==> config.mk <==
export PLATFORM = sky130hd
export DESIGN_NAME = telemetry_deserialize
export DESIGN_NICKNAME = d
export VERILOG_FILES = /design/src/rtl/telemetry_pkg.sv /design/src/rtl/telemetry_bit_sampler.sv /design/src/rtl/telemetry_deserialize.sv
export SDC_FILE = /design/constraint.sdc
export NUM_CORES = 1
export LEC_CHECK = 0
export CORE_ASPECT_RATIO = 0.6
export CORE_MARGIN = 1
export CORE_UTILIZATION = 25
export CTS_CLUSTER_SIZE = 12
export DETAILED_ROUTE_END_ITERATION = 16
export DONT_BUFFER_PORTS = 1
export PLACE_DENSITY = 0.5
export SYNTH_ARGS = -nofsm -noshare
export SYNTH_HDL_FRONTEND = slang
export SYNTH_SLANG_ARGS = --single-unit
==> constraint.sdc <==
create_clock -name clk -period 2.4 [get_ports clk]
set_input_delay 0.36 -clock clk [delete_from_list [all_inputs] [get_ports clk]]
set_output_delay 0.36 -clock clk [all_outputs]
set_load 0.02 [all_outputs]
==> src/rtl/telemetry_pkg.sv <==
// Shared constants and FSM state type for the serial telemetry receiver.
package telemetry_pkg;

  localparam int TELEM_PACKET_WIDTH    = 88;
  localparam int TELEM_CNT_WIDTH       = 16;
  localparam int TELEM_SAMPLES_PER_BIT = 4;

  typedef enum logic [2:0] {
    IDLE   = 3'd0,
    START  = 3'd1,
    DATA   = 3'd2,
    PARITY = 3'd3,
    STOP   = 3'd4
  } telem_state_t;

endpackage

==> src/rtl/telemetry_bit_sampler.sv <==
// Line front end: 2-flop synchronizer, edge detect and mid-bit strobe generation.
// The phase counter restarts on any edge of the synchronized line while realign_en is high.
module telemetry_bit_sampler #(
  parameter int SAMPLES_PER_BIT = 4
) (
  input  logic clk,
  input  logic rst_n,
  input  logic serial_in,
  input  logic realign_en,
  output logic s,
  output logic rise,
  output logic strobe
);

  localparam int PHW = $clog2(SAMPLES_PER_BIT);
  localparam logic [PHW-1:0] PH_MID  = PHW'(SAMPLES_PER_BIT / 2 - 1);
  localparam logic [PHW-1:0] PH_LAST = PHW'(SAMPLES_PER_BIT - 1);

  logic           sync1_r;
  logic           sync2_r;
  logic           s_d_r;
  logic [PHW-1:0] ph_r;
  logic           edge_s;

  // Synchronizer chain plus one delayed copy for edge detection.
  always_ff @(posedge clk or negedge rst_n) begin
    if (!rst_n) begin
      sync1_r <= 1'b0;
      sync2_r <= 1'b0;
      s_d_r   <= 1'b0;
    end else begin
      sync1_r <= serial_in;
      sync2_r <= sync1_r;
      s_d_r   <= sync2_r;
    end
  end

  assign edge_s = sync2_r ^ s_d_r;

  // Bit phase counter; an edge zeroes it so the strobe lands mid-bit.
  always_ff @(posedge clk or negedge rst_n) begin
    if (!rst_n) begin
      ph_r <= {PHW{1'b0}};
    end else if (realign_en && edge_s) begin
      ph_r <= {PHW{1'b0}};
    end else if (ph_r == PH_LAST) begin
      ph_r <= {PHW{1'b0}};
    end else begin
      ph_r <= ph_r + PHW'(1);
    end
  end

  assign s      = sync2_r;
  assign rise   = sync2_r & ~s_d_r;
  assign strobe = (ph_r == PH_MID);

endmodule

==> src/rtl/telemetry_deserialize.sv <==
// Telemetry link receiver: frame FSM, payload shift register and saturating frame counters.
// Define TELEM_DESER_PARITY_EN to expect an even-parity bit between payload and stop bit.
module telemetry_deserialize
  import telemetry_pkg::*;
#(
  parameter int PACKET_WIDTH    = TELEM_PACKET_WIDTH,
  parameter int SAMPLES_PER_BIT = TELEM_SAMPLES_PER_BIT,
  parameter int CNT_WIDTH       = TELEM_CNT_WIDTH
) (
  input  logic                    clk,
  input  logic                    rst_n,
  input  logic                    serial_in,
  input  logic                    clear_counts,
  output logic [PACKET_WIDTH-1:0] packet,
  output logic                    packet_valid,
  output logic                    frame_error,
  output logic                    busy,
  output logic [CNT_WIDTH-1:0]    good_count,
  output logic [CNT_WIDTH-1:0]    error_count
);

  localparam int BCW = $clog2(PACKET_WIDTH);

`ifdef TELEM_DESER_PARITY_EN
  localparam telem_state_t AFTER_DATA = PARITY;
`else
  localparam telem_state_t AFTER_DATA = STOP;
`endif

  function automatic logic [CNT_WIDTH-1:0] sat_inc(input logic [CNT_WIDTH-1:0] v);
    if (v == {CNT_WIDTH{1'b1}}) begin
      sat_inc = v;
    end else begin
      sat_inc = v + CNT_WIDTH'(1);
    end
  endfunction

  function automatic logic even_parity(input logic [PACKET_WIDTH-1:0] d);
    even_parity = ^d;
  endfunction

  telem_state_t            state_r;
  telem_state_t            state_nxt_s;
  logic [BCW-1:0]          bit_cnt_r;
  logic [PACKET_WIDTH-1:0] shift_r;
  logic [PACKET_WIDTH-1:0] packet_r;
  logic                    packet_valid_r;
  logic                    frame_error_r;
  logic                    pend_r;
  logic                    par_err_r;
  logic [CNT_WIDTH-1:0]    good_cnt_r;
  logic [CNT_WIDTH-1:0]    err_cnt_r;

  logic s_s;
  logic rise_s;
  logic strobe_s;
  logic realign_s;
  logic load_cnt_s;
  logic shift_en_s;
  logic par_chk_s;
  logic good_frame_s;
  logic bad_frame_s;

  // START keeps free-running phase so a short glitch cannot stretch its own check.
  assign realign_s = (state_r != START);

  telemetry_bit_sampler #(
    .SAMPLES_PER_BIT(SAMPLES_PER_BIT)
  ) u_sampler (
    .clk       (clk),
    .rst_n     (rst_n),
    .serial_in (serial_in),
    .realign_en(realign_s),
    .s         (s_s),
    .rise      (rise_s),
    .strobe    (strobe_s)
  );

  // Frame FSM state register.
  always_ff @(posedge clk or negedge rst_n) begin
    if (!rst_n) begin
      state_r <= IDLE;
    end else begin
      state_r <= state_nxt_s;
    end
  end

  // Next-state and per-cycle datapath controls.
  always_comb begin
    state_nxt_s  = state_r;
    load_cnt_s   = 1'b0;
    shift_en_s   = 1'b0;
    par_chk_s    = 1'b0;
    good_frame_s = 1'b0;
    bad_frame_s  = 1'b0;
    case (state_r)
      IDLE: begin
        if (rise_s || pend_r) begin
          state_nxt_s = START;
        end else begin
          state_nxt_s = IDLE;
        end
      end
      START: begin
        if (strobe_s && s_s) begin
          state_nxt_s = DATA;
          load_cnt_s  = 1'b1;
        end else if (strobe_s) begin
          state_nxt_s = IDLE;
        end else begin
          state_nxt_s = START;
        end
      end
      DATA: begin
        if (strobe_s) begin
          shift_en_s = 1'b1;
          if (bit_cnt_r == {BCW{1'b0}}) begin
            state_nxt_s = AFTER_DATA;
          end else begin
            state_nxt_s = DATA;
          end
        end else begin
          state_nxt_s = DATA;
        end
      end
      PARITY: begin
`ifdef TELEM_DESER_PARITY_EN
        if (strobe_s) begin
          par_chk_s   = 1'b1;
          state_nxt_s = STOP;
        end else begin
          state_nxt_s = PARITY;
        end
`else
        state_nxt_s = IDLE;
`endif
      end
      STOP: begin
        if (strobe_s) begin
          state_nxt_s = IDLE;
          if (s_s || par_err_r) begin
            bad_frame_s = 1'b1;
          end else begin
            good_frame_s = 1'b1;
          end
        end else begin
          state_nxt_s = STOP;
        end
      end
      default: begin
        state_nxt_s = IDLE;
      end
    endcase
  end

  // Payload shifting, parity check and registered frame outputs.
  always_ff @(posedge clk or negedge rst_n) begin
    if (!rst_n) begin
      bit_cnt_r      <= {BCW{1'b0}};
      shift_r        <= {PACKET_WIDTH{1'b0}};
      packet_r       <= {PACKET_WIDTH{1'b0}};
      packet_valid_r <= 1'b0;
      frame_error_r  <= 1'b0;
      pend_r         <= 1'b0;
      par_err_r      <= 1'b0;
    end else begin
      // An edge coinciding with the stop strobe would otherwise be missed by IDLE.
      pend_r         <= (state_r == STOP) && strobe_s && rise_s;
      packet_valid_r <= good_frame_s;
      frame_error_r  <= bad_frame_s;
      if (load_cnt_s) begin
        bit_cnt_r <= BCW'(PACKET_WIDTH - 1);
      end else if (shift_en_s && (bit_cnt_r != {BCW{1'b0}})) begin
        bit_cnt_r <= bit_cnt_r - BCW'(1);
      end else begin
        bit_cnt_r <= bit_cnt_r;
      end
      if (shift_en_s) begin
        shift_r <= {shift_r[PACKET_WIDTH-2:0], s_s};
      end else begin
        shift_r <= shift_r;
      end
      if (load_cnt_s) begin
        par_err_r <= 1'b0;
      end else if (par_chk_s) begin
        par_err_r <= (s_s != even_parity(shift_r));
      end else begin
        par_err_r <= par_err_r;
      end
      if (good_frame_s) begin
        packet_r <= shift_r;
      end else begin
        packet_r <= packet_r;
      end
    end
  end

  // Saturating frame counters; a clear outranks a same-cycle increment.
  always_ff @(posedge clk or negedge rst_n) begin
    if (!rst_n) begin
      good_cnt_r <= {CNT_WIDTH{1'b0}};
      err_cnt_r  <= {CNT_WIDTH{1'b0}};
    end else if (clear_counts) begin
      good_cnt_r <= {CNT_WIDTH{1'b0}};
      err_cnt_r  <= {CNT_WIDTH{1'b0}};
    end else begin
      good_cnt_r <= good_frame_s ? sat_inc(good_cnt_r) : good_cnt_r;
      err_cnt_r  <= bad_frame_s  ? sat_inc(err_cnt_r)  : err_cnt_r;
    end
  end

  assign packet       = packet_r;
  assign packet_valid = packet_valid_r;
  assign frame_error  = frame_error_r;
  assign busy         = (state_r != IDLE);
  assign good_count   = good_cnt_r;
  assign error_count  = err_cnt_r;

endmodule

==> impl_metrics.env <==
export IMPL_pin_count=127
export IMPL_syn_num_nets=1034
export IMPL_die_w_microns=250.7
export IMPL_drive_above_1_share_pct=8.531
export IMPL_startpoint="u_sampler.ph_r[1]"
export IMPL_synth_distinct_cells=49
export IMPL_start_kind="register"
export IMPL_clockRootBuffer="clkbuf_16"
export IMPL_die_y_microns=151.2
export IMPL_numCtsBuffers=25
export IMPL_required_ns=2.81
export IMPL_hpwlAfterDp_mm=13.68
export IMPL_antenna_left=0
export IMPL_leakage_nw=5.639
export IMPL_stdcell_count=1531
export IMPL_fillCellCount=3854
export IMPL_grt_max_degree=227
export IMPL_drt_iter0_markers=416
export IMPL_hp_class="in -> async"
export IMPL_postCtsSetupRepairBufs=0
export IMPL_grt_pass1_vias=6637
export IMPL_cts_hold_buf=2
export IMPL_synth_seq_cells=226
export IMPL_tns_ns=0
export IMPL_netlist_area_leader_share_pct=60.96
export IMPL_layout_common_cells="nand2_1 (551), dfrtp_1 (226), buf_4 (30)"
export IMPL_violations="negative hold slack"
export IMPL_cp_max_fo=7
export IMPL_hold_worst_slack_ns=-0.4554
export IMPL_final_period_utilization_pct=92.83
export IMPL_dieArea_sq_mm=0.03791
export IMPL_min_period_ns=2.228
export IMPL_io_buffers=0
export IMPL_finalSetupViolations=0
export IMPL_cts_htree_levels=1
export IMPL_drv_slew=0
export IMPL_synthTopCellsByArea="dfrtp_1 (61%), nand2_1 (22%), clkbuf_1 (1.5%), mux2_2 (1.3%), ha_1 (0.94%)"
export IMPL_critPathKind="reg -> reg"
export IMPL_fp_coreArea_sq_mm=0.03642
export IMPL_vias_per_cell=4.340
export IMPL_clock_sinks=226
export IMPL_yosysSeqAreaShare_pct=60.96
export IMPL_gp_congestion=0.8022
export IMPL_rows=54
export IMPL_synth_cells=1023
export IMPL_ir_drop_uv=551.3
export IMPL_track_usage_pct=11.88
export IMPL_max_freq_mhz=448.9
export IMPL_final_nets=1049
export IMPL_vias=6645
export IMPL_start_util_pct=25.48
export IMPL_power_density_mw_per_mm2=793.8
export IMPL_status="complete, but fails checks"
export IMPL_relSlewSlack_pct=44.07
export IMPL_async_flop_share_pct=100.0
export IMPL_synth_area_leader_cell="dfrtp_1"
export IMPL_antenna_found_initial=0
export IMPL_layout_commonest_cell="nand2_1"
export IMPL_grt_pass1_wl_mm=36.43
export IMPL_rsz0062_at_grt="no"
export IMPL_cts_clk_slew_worst_paths_ns=0.06
export IMPL_dp_cells=1485
export IMPL_netlist_area_sq_mm=0.009278
export IMPL_overflow=0
export IMPL_finalHoldViolCount=226
export IMPL_r2r_start="u_sampler.ph_r[1]"
export IMPL_tightest_slew_ns=0.8362
export IMPL_worstSkewPairLatency_ns=0.53
export IMPL_wire_per_inst_microns=14.53
export IMPL_cts_tree="done"
export IMPL_synth_edf_count=0
export IMPL_skew_ns=0.01890
export IMPL_syn_area_per_cell_sq_um=9.069
export IMPL_arrival_ns=2.64
export IMPL_yosysWarnings=0
export IMPL_drc=0
export IMPL_antenna_cells=0
export IMPL_ys_dominant_reg_cell="dfrtp_1"
export IMPL_wl_mm=22.24
export IMPL_firstDrtPassIters=7
export IMPL_clockBufferDepth=3
export IMPL_cts_repair_resized=0
export IMPL_crit_path_end_kind="register"
export IMPL_area_growth_pct=17.57
export IMPL_maxCapViolations=0
[state kept, by name, indices dropped and copies added, names as in the netlist, 2 cells and up]
| register | cells |
|---|---|
| good_count | 16 |
| shift_r | 88 |
| packet | 88 |
| bit_cnt_r | 7 |
| state_r | 3 |
| u_sampler.ph_r | 2 |
| error_count | 16 |
[critical path, cell delays in order, from the launching register on]
cell and delay [ns]:
dfrtp_1 0.40, inv_1 0.08, ha_1 0.23, and4bb_2 0.34, buf_4 0.14, nand2b_4 0.08, a2111oi_0 0.45, mux2_2 0.39
[metrics by stage]
step	instance area, sq um	total power, mW	utilization (%)	worst slack [ns]
6_report	10910	8.659	29.95	0.1722
5_1_grt	10910	9.031	29.95	0.05237
4_1_cts	10910	8.849	29.95	0.1990
3_5_place_dp	10000	4.558	27.47	0.2095
3_3_place_gp	10000	4.550	27.47	0.2673
2_1_floorplan	9278	4.391	-	0.1787
[where the power goes]
| part | switching (mW) | internal, mW |
|---|---|---|
| Clock | 1.57 | 2.61 |
| Sequential | 0.0941 | 3.90 |
| Combinational | 0.304 | 0.184 |
| Total | 1.97 | 6.69 |
[per-layer routing]
metal	GRT usage, %	part of all wire (%)
met4	2.546	1.8
met5	0	0
met2	17.29	41
met3	3.454	5.4
met1	17.24	51
[layout make-up]
| cell class | instances | area, sq um | area share, % |
|---|---|---|---|
| Clock buffer | 38 | 724.4 | 6.641 |
| Inverter | 14 | 53.80 | 0.4932 |
| Multi-Input combinational cell | 736 | 3415 | 31.30 |
| Clock inverter | 6 | 158.9 | 1.457 |
| Tap cell | 476 | 595.6 | 5.460 |
| Timing Repair Buffer | 35 | 305.3 | 2.799 |
| Sequential cell | 226 | 5655 | 51.85 |
[synthesized netlist by cell type, types with 2 or more instances]
cell type	instances
or3_1	6
nor3b_1	2
a31oi_1	2
or3b_2	2
o311ai_0	2
nor2_1	18
o211ai_1	3
buf_2	5
nand3b_1	2
nand2_1	551
inv_1	13
nand4_1	5
o31ai_1	6
or2_2	2
clkbuf_1	37
o41ai_1	5
a41oi_1	2
a21boi_0	2
o21ai_0	6
and4bb_2	2
or4_1	9
nor3_1	8
dfrtp_1	226
a2111oi_0	2
and4_1	4
nor4_1	6
mux2_2	11
ha_1	7
and3_1	5
buf_1	5
xnor2_1	3
a21oi_1	16
mux2i_1	4
nor2b_1	11
a211oi_1	7
nand3_1	13
[final timing paths]
kind	cells past startpoint	slack [ns]	to
worst max-delay path	7	0.17	good_count[5]
worst min-delay path	0	-0.46	packet[33]
worst max register to register	7	0.17	good_count[5]
worst min register to register	0	0.35	u_sampler.s
max in group asynchronous	0	2.46	packet[19]
min in group clk	2	0.07	error_count[13]
[kinds of logic (layout without fill, tap and decap cells)]
| family | count (synthesis) | after routing | synth area share [%] |
|---|---|---|---|
| and+or+nand+nor | 653 | 653 | 29.22 |
| DFF | 226 | 226 | 60.96 |
| buffers and inverters | 61 | 93 | 2.535 |
| AOI/OAI and AO/OA | 57 | 57 | 4.194 |
| muxes | 15 | 15 | 1.767 |
| adders and majority gates | 7 | 7 | 0.9440 |
| xor gates and xnor gates | 4 | 4 | 0.3777 |
Power figures use the tool's default switching activity.
